==> config.mk <==
export PLATFORM = sky130hd
export DESIGN_NAME = ovi_issue_scheduler
export DESIGN_NICKNAME = d
export VERILOG_FILES = /design/src/rtl/ovi_issue_scheduler.sv
export SDC_FILE = /design/constraint.sdc
export NUM_CORES = 1
export LEC_CHECK = 0
export CORE_MARGIN = 3
export CORE_UTILIZATION = 25
export CTS_CLUSTER_DIAMETER = 100
export DETAILED_ROUTE_END_ITERATION = 8
export PLACE_DENSITY = 0.47
export SKIP_CTS_REPAIR_TIMING = 1
export SLEW_MARGIN = 20
export SYNTH_ARGS = -nofsm -noshare
export SYNTH_HDL_FRONTEND = slang
export SYNTH_SLANG_ARGS = --single-unit
==> constraint.sdc <==
create_clock -name clk -period 3.4 [get_ports clk]
set_clock_uncertainty 0.2 [all_clocks]
set_input_delay 0.51 -clock clk [delete_from_list [all_inputs] [get_ports clk]]
set_output_delay 0.51 -clock clk [all_outputs]
set_load 0.02 [all_outputs]
==> src/rtl/ovi_issue_scheduler.sv <==
// ovi_issue_scheduler: bridges the core issue/commit/kill/completion interface to the
// OVI vector unit. Hands out scoreboard ids, holds issue back while the VPU has no
// credits, dispatches in order (senior or kill) and routes completions back to the core.
module ovi_issue_scheduler #(
  parameter int NUM_SBID     = 32,
  parameter int INIT_CREDITS = 4,
  parameter int INSTR_W      = 32,
  parameter int DATA_W       = 64,
  localparam int SBID_W      = $clog2(NUM_SBID)
) (
  input  logic               clk,
  input  logic               rst_l,
  input  logic               core_valid,
  output logic               core_ready,
  input  logic [INSTR_W-1:0] core_instr,
  input  logic [DATA_W-1:0]  core_opnd,
  input  logic               core_wb,
  input  logic [4:0]         core_dst,
  input  logic               core_commit,
  input  logic               core_kill,
  output logic               vpu_issue_valid,
  output logic [INSTR_W-1:0] vpu_issue_instr,
  output logic [DATA_W-1:0]  vpu_issue_opnd,
  output logic [SBID_W-1:0]  vpu_issue_sb_id,
  input  logic               vpu_issue_credit,
  output logic               vpu_disp_valid,
  output logic [SBID_W-1:0]  vpu_disp_sb_id,
  output logic               vpu_disp_next_senior,
  output logic               vpu_disp_kill,
  input  logic               vpu_cmpl_valid,
  input  logic [SBID_W-1:0]  vpu_cmpl_sb_id,
  input  logic [DATA_W-1:0]  vpu_cmpl_dest_reg,
  input  logic               vpu_cmpl_illegal,
  output logic               core_cmpl_valid,
  output logic [DATA_W-1:0]  core_cmpl_data,
  output logic               core_cmpl_wb,
  output logic [4:0]         core_cmpl_dst,
  output logic               core_cmpl_illegal,
  output logic               err_cmpl
);

  localparam int CRED_W = $clog2(INIT_CREDITS + 1);
  localparam int CNT_W  = SBID_W + 1;

  typedef enum logic [0:0] {ST_RUN, ST_KILL} state_e;

  state_e state_q, state_d;

  logic [NUM_SBID-1:0] alloc_q, alloc_d;
  logic [NUM_SBID-1:0] slotWb_q;
  logic [4:0]          slotDst_q [NUM_SBID];

  logic [SBID_W-1:0] fifo_q [NUM_SBID];
  logic [SBID_W-1:0] rdPtr_q, rdPtr_d;
  logic [SBID_W-1:0] wrPtr_q, wrPtr_d;
  logic [CNT_W-1:0]  count_q, count_d;
  logic [CRED_W-1:0] credit_q, credit_d;

  logic              anyFree;
  logic [SBID_W-1:0] freeIdx;
  logic              issueFire;
  logic              fifoNotEmpty;
  logic [SBID_W-1:0] fifoHead;
  logic              popRun;
  logic              popKill;
  logic              pop;
  logic              cmplHit;
  logic              cmplMiss;

  logic               issueValid_q;
  logic [INSTR_W-1:0] issueInstr_q;
  logic [DATA_W-1:0]  issueOpnd_q;
  logic [SBID_W-1:0]  issueSbId_q;
  logic               dispValid_q;
  logic [SBID_W-1:0]  dispSbId_q;
  logic               dispSenior_q;
  logic               dispKill_q;
  logic               cmplValid_q;
  logic [DATA_W-1:0]  cmplData_q;
  logic               cmplWb_q;
  logic [4:0]         cmplDst_q;
  logic               cmplIllegal_q;
  logic               errCmpl_q;

  // Circular pointer advance that also works for a slot count that is not a power of two.
  function automatic logic [SBID_W-1:0] ptrInc(input logic [SBID_W-1:0] p);
    if (p == SBID_W'(NUM_SBID - 1)) return '0;
    return p + SBID_W'(1);
  endfunction

  // Priority-find the lowest-index free scoreboard slot.
  always_comb begin
    anyFree = 1'b0;
    freeIdx = '0;
    for (int i = NUM_SBID - 1; i >= 0; i--) begin
      if (!alloc_q[i]) begin
        anyFree = 1'b1;
        freeIdx = SBID_W'(i);
      end
    end
  end

  // Reset gating keeps core_ready low while the block is held in reset.
  assign core_ready   = rst_l & (state_q == ST_RUN) & (credit_q != '0) & anyFree & ~core_kill;
  assign issueFire    = core_valid & core_ready;
  assign fifoNotEmpty = (count_q != '0);
  assign fifoHead     = fifo_q[rdPtr_q];
  assign cmplHit      = vpu_cmpl_valid & alloc_q[vpu_cmpl_sb_id];
  assign cmplMiss     = vpu_cmpl_valid & ~alloc_q[vpu_cmpl_sb_id];
  assign pop          = popRun | popKill;

  // Run/kill sequencing: a kill in RUN drops that cycle's commit, then KILL drains one entry per cycle.
  always_comb begin
    state_d = state_q;
    popRun  = 1'b0;
    popKill = 1'b0;
    case (state_q)
      ST_RUN: begin
        if (core_kill && fifoNotEmpty) begin
          state_d = ST_KILL;
        end else if (core_commit && fifoNotEmpty) begin
          popRun = 1'b1;
        end
      end
      ST_KILL: begin
        popKill = fifoNotEmpty;
        if (count_q <= CNT_W'(1)) state_d = ST_RUN;
      end
      default: state_d = ST_RUN;
    endcase
  end

  // Next-state for slot occupancy, dispatch queue bookkeeping and the credit counter.
  always_comb begin
    alloc_d  = alloc_q;
    rdPtr_d  = rdPtr_q;
    wrPtr_d  = wrPtr_q;
    count_d  = count_q;
    credit_d = credit_q;
    if (issueFire) alloc_d[freeIdx] = 1'b1;
    if (popKill) alloc_d[fifoHead] = 1'b0;
    if (cmplHit) alloc_d[vpu_cmpl_sb_id] = 1'b0;
    if (issueFire) wrPtr_d = ptrInc(wrPtr_q);
    if (pop) rdPtr_d = ptrInc(rdPtr_q);
    if (issueFire && !pop) begin
      count_d = count_q + CNT_W'(1);
    end else if (!issueFire && pop) begin
      count_d = count_q - CNT_W'(1);
    end
    if (issueFire && !vpu_issue_credit) begin
      credit_d = credit_q - CRED_W'(1);
    end else if (!issueFire && vpu_issue_credit && (credit_q != CRED_W'(INIT_CREDITS))) begin
      credit_d = credit_q + CRED_W'(1);
    end
  end

  // Control state registers.
  always_ff @(posedge clk or negedge rst_l) begin
    if (!rst_l) begin
      state_q  <= ST_RUN;
      alloc_q  <= '0;
      rdPtr_q  <= '0;
      wrPtr_q  <= '0;
      count_q  <= '0;
      credit_q <= CRED_W'(INIT_CREDITS);
    end else begin
      state_q  <= state_d;
      alloc_q  <= alloc_d;
      rdPtr_q  <= rdPtr_d;
      wrPtr_q  <= wrPtr_d;
      count_q  <= count_d;
      credit_q <= credit_d;
    end
  end

  // Per-slot writeback info and the in-order dispatch queue, written on each accepted issue.
  always_ff @(posedge clk or negedge rst_l) begin
    if (!rst_l) begin
      slotWb_q <= '0;
      for (int i = 0; i < NUM_SBID; i++) begin
        slotDst_q[i] <= '0;
        fifo_q[i]    <= '0;
      end
    end else if (issueFire) begin
      slotWb_q[freeIdx]  <= core_wb;
      slotDst_q[freeIdx] <= core_dst;
      fifo_q[wrPtr_q]    <= freeIdx;
    end
  end

  // Registered VPU issue, dispatch and core completion outputs.
  always_ff @(posedge clk or negedge rst_l) begin
    if (!rst_l) begin
      issueValid_q  <= 1'b0;
      issueInstr_q  <= '0;
      issueOpnd_q   <= '0;
      issueSbId_q   <= '0;
      dispValid_q   <= 1'b0;
      dispSbId_q    <= '0;
      dispSenior_q  <= 1'b0;
      dispKill_q    <= 1'b0;
      cmplValid_q   <= 1'b0;
      cmplData_q    <= '0;
      cmplWb_q      <= 1'b0;
      cmplDst_q     <= '0;
      cmplIllegal_q <= 1'b0;
      errCmpl_q     <= 1'b0;
    end else begin
      issueValid_q <= issueFire;
      if (issueFire) begin
        issueInstr_q <= core_instr;
        issueOpnd_q  <= core_opnd;
        issueSbId_q  <= freeIdx;
      end
      dispValid_q  <= pop;
      dispSenior_q <= popRun;
      dispKill_q   <= popKill;
      if (pop) dispSbId_q <= fifoHead;
      cmplValid_q <= cmplHit;
      errCmpl_q   <= cmplMiss;
      if (cmplHit) begin
        cmplData_q    <= vpu_cmpl_dest_reg;
        cmplWb_q      <= slotWb_q[vpu_cmpl_sb_id] & ~vpu_cmpl_illegal;
        cmplDst_q     <= slotDst_q[vpu_cmpl_sb_id];
        cmplIllegal_q <= vpu_cmpl_illegal;
      end
    end
  end

  assign vpu_issue_valid      = issueValid_q;
  assign vpu_issue_instr      = issueInstr_q;
  assign vpu_issue_opnd       = issueOpnd_q;
  assign vpu_issue_sb_id      = issueSbId_q;
  assign vpu_disp_valid       = dispValid_q;
  assign vpu_disp_sb_id       = dispSbId_q;
  assign vpu_disp_next_senior = dispSenior_q;
  assign vpu_disp_kill        = dispKill_q;
  assign core_cmpl_valid      = cmplValid_q;
  assign core_cmpl_data       = cmplData_q;
  assign core_cmpl_wb         = cmplWb_q;
  assign core_cmpl_dst        = cmplDst_q;
  assign core_cmpl_illegal    = cmplIllegal_q;
  assign err_cmpl             = errCmpl_q;

endmodule

==> impl_metrics.py <==
metrics = {
    "pwr": {
        "power_uw": 25330,
        "ir_drop_mv": 0.4391,
        "powerDensity_nw_per_um2": 712.6,
        "leakagePower_uw": 0.01618,
    },
    "final_layout": {
        "layout_common_cells": "584 x dfrtp_1, 410 x mux2_2, 358 x clkdlybuf4s50_1",
        "fin_area_um2": 35540,
        "fin_nets": 2707,
        "nFillCells": 10520,
        "fin_util_pct": 33.43,
        "final_common_cell": "dfrtp_1",
        "drive_gt1_share_pct": 32.32,
        "synthToLayoutAreaGrowth_pct": 31.61,
    },
    "clock_tree": {
        "worstSkewPairLatency_ps": 620,
        "clkSlewWorstSetupHoldPaths_ps": 60,
        "cts-htree-levels": 3,
        "cts_buffers": 76,
        "clockBufferDepth": 3,
        "cts-root-buf": "clkbuf_16",
        "numClockSinks": 587,
        "cts_tree": "built",
    },
    "worst_setup_path": {
        "crit_chain": "buf_4 -> mux4_2 -> nor2_1 -> or4b_1 -> and4_1 -> nor3_1 -> a221oi_1",
        "cp.required_ps": 3660,
        "endpoint_kind": "register",
        "path_class": "register to register",
        "path_delay_family": "simple AND/OR/NAND/NOR gates",
        "crit_buf_inv": 1,
        "cp_slowest_cell": "dfrtp_2",
        "critPathMaxStageDelay_ps": 560,
        "start_kind": "register",
        "path_max_fanout": 10,
        "arrival_ps": 3390,
    },
    "sta": {
        "slew_headroom_pct": 33.21,
        "fin_crit_sh_pct": 91.92,
        "final.min_clock_period_ps": 3125,
        "hold_ws_ps": 209.4,
        "hold_viol_final": 0,
        "worst-slew-pin-transition_ps": 1002,
        "max_freq_mhz": 320.0,
        "rsz0062_at_grt": "no",
        "slew_violations": 0,
        "setup_viol": 0,
    },
    "synthesis": {
        "async_flop_share_pct": 100.0,
        "ys.flop_type": "dfrtp_1",
        "synth_edf_count": 0,
        "synth_seq_cells": 587,
        "synth_cells": 2064,
        "syn_avg_cell_area_um2": 13.08,
        "ys_seq_area_share_pct": 54.40,
        "synth-simple-area-share_pct": 11.30,
        "synthMuxAreaShare_pct": 26.89,
        "synthAdderAreaFrac_pct": 0.6301,
        "ys_warn_count": 0,
        "synth_cell_types": 72,
        "synth_top_family_by_area": "multiplexers",
        "synth-compound-area-share_pct": 3.748,
        "synth_xor_area_share_pct": 0.1946,
        "syn_nets": 2256,
        "syn_area_um2": 27010,
    },
    "floorplanning": {
        "core_area_um2": 106300,
        "start_util_pct": 25.40,
        "fp.dieH_um": 334.7,
        "ios": 363,
        "rows": 119,
        "dieArea_um2": 112000,
        "die_width_um": 334.7,
    },
    "routing": {
        "firstDrtPassIters": 5,
        "drt_iter0_markers": 1122,
        "routedWlPerCell_um": 20.56,
        "antenna_left": 0,
        "drc": 0,
        "vias_per_cell": 4.663,
        "drt_wl_total_um": 81440,
        "vias": 18470,
    },
    "global_route": {
        "grt_pass1_vias": 19990,
        "antenna_found_initial": 3,
        "grt_pass1_wl_um": 125300,
        "grt_usage_pct": 14.45,
        "grt-ovfl-total": 0,
        "grt_max_degree": 155,
    },
    "place": {
        "gp_congestion": 0.8250,
        "hpwl_um": 56350,
        "port_buffers": 362,
        "placed_cell_area_um2": 33000,
    },
    "worst_hold_path": {
        "worstHoldPathType": "primary input to register",
    },
    "flow_run": {
        "cap_violations": 0,
    },
    "outcome": {
        "status": "finished, final reports clean",
    },
}
## power breakdown
| group | switching, uW | internal [uW] | total, uW |
|---|---|---|---|
| registers | 989 | 8340 | 9330 |
| logic | 4310 | 3650 | 7960 |
| clock network | 3110 | 4930 | 8040 |
| total | 8410 | 16900 | 25300 |
## kinds of logic (layout without fill, tap and decap cells)
| family | Yosys count | in the layout |
|---|---|---|
| AOI/OAI and AO/OA | 140 | 140 |
| and+or+nand+nor | 605 | 605 |
| buffers and inverters | 164 | 668 |
| muxes | 549 | 549 |
| other | 0 | 2 |
| adders and majority gates | 13 | 13 |
| xor gates and xnor gates | 6 | 6 |
| DFF | 587 | 587 |
## flip-flops by register name, indices dropped and copies added (netlist names), 3 cells and up
name	count
alloc_q	32
core_cmpl_data	64
core_cmpl_dst	5
count_q	6
credit_q	3
fifo_q	160
rdPtr_q	5
slotDst_q	160
slotWb_q	32
vpu_disp_sb_id	5
vpu_issue_instr	32
vpu_issue_opnd	64
vpu_issue_sb_id	5
wrPtr_q	5
## metal layers
metal	vias to the layer above	wire, um	GRT usage [%]	part of all wire [%]
met5	-	0	0	0
met4	0	1606	3.686	2.0
met3	95	3825	2.832	4.7
met2	447	41310	25.16	51
met1	9626	34700	18.40	43
li1	8303	-	-	-
## per-stage QoR
step | setup WS (ps) | std cells | setup TNS, ps
2_1_floorplan | 220.1 | 2064 | 0
3_3_place_gp | -22.60 | 3827 | -22.60
3_5_place_dp | 2.480 | 3827 | 0
4_1_cts | 145.6 | 3958 | 0
5_1_grt | 96.00 | 3960 | 0
6_report | 274.6 | 3961 | 0
## Yosys cell counts (18+ instances only)
library cell  number  share of area [%]
dfrtp_1          586                 54
mux2_2           410                 17
nand2_1          356                4.9
mux4_2            99                8.3
nor2_1            97                1.3
clkbuf_1          72                1.0
o21ai_0           34               0.63
inv_1             32               0.44
mux2i_1           29                1.1
nand4_1           23               0.53
buf_2             21               0.39
nor4_4            20                1.6
buf_4             19               0.53
a221oi_1          18               0.58
## worst min-delay path, stage by stage
cell and delay, ps:
clkdlybuf4s50_1 390, nand2_1 50, nand2_1 40
## worst paths after layout
kind | from | end | slack, ps | cells after the start
max | rdPtr_q[0] | alloc_q[31] | 270 | 7
min | core_instr[9] | vpu_issue_instr[9] | 210 | 3
max reg2reg | rdPtr_q[0] | alloc_q[31] | 270 | 7
min reg2reg | vpu_issue_instr[19] | vpu_issue_instr[19] | 270 | 2
max in group asynchronous | rst_l | fifo_q[108] | 1070 | 4
min in group asynchronous | rst_l | slotWb_q[4] | 500 | 3
## area by class of cell
class / instances / area [um2] / share of cell area [%]
Antenna cell: 2 / 5.005 / 0.01408
Clock buffer: 106 / 2217 / 6.238
Clock inverter: 25 / 306.5 / 0.8625
Inverter: 33 / 125.1 / 0.3520
Multi-Input combinational cell: 1313 / 11600 / 32.65
Sequential cell: 587 / 14690 / 41.34
Tap cell: 1391 / 1740 / 4.897
Timing Repair Buffer: 504 / 4850 / 13.64
No activity file was read; power rests on OpenSTA's default activity.
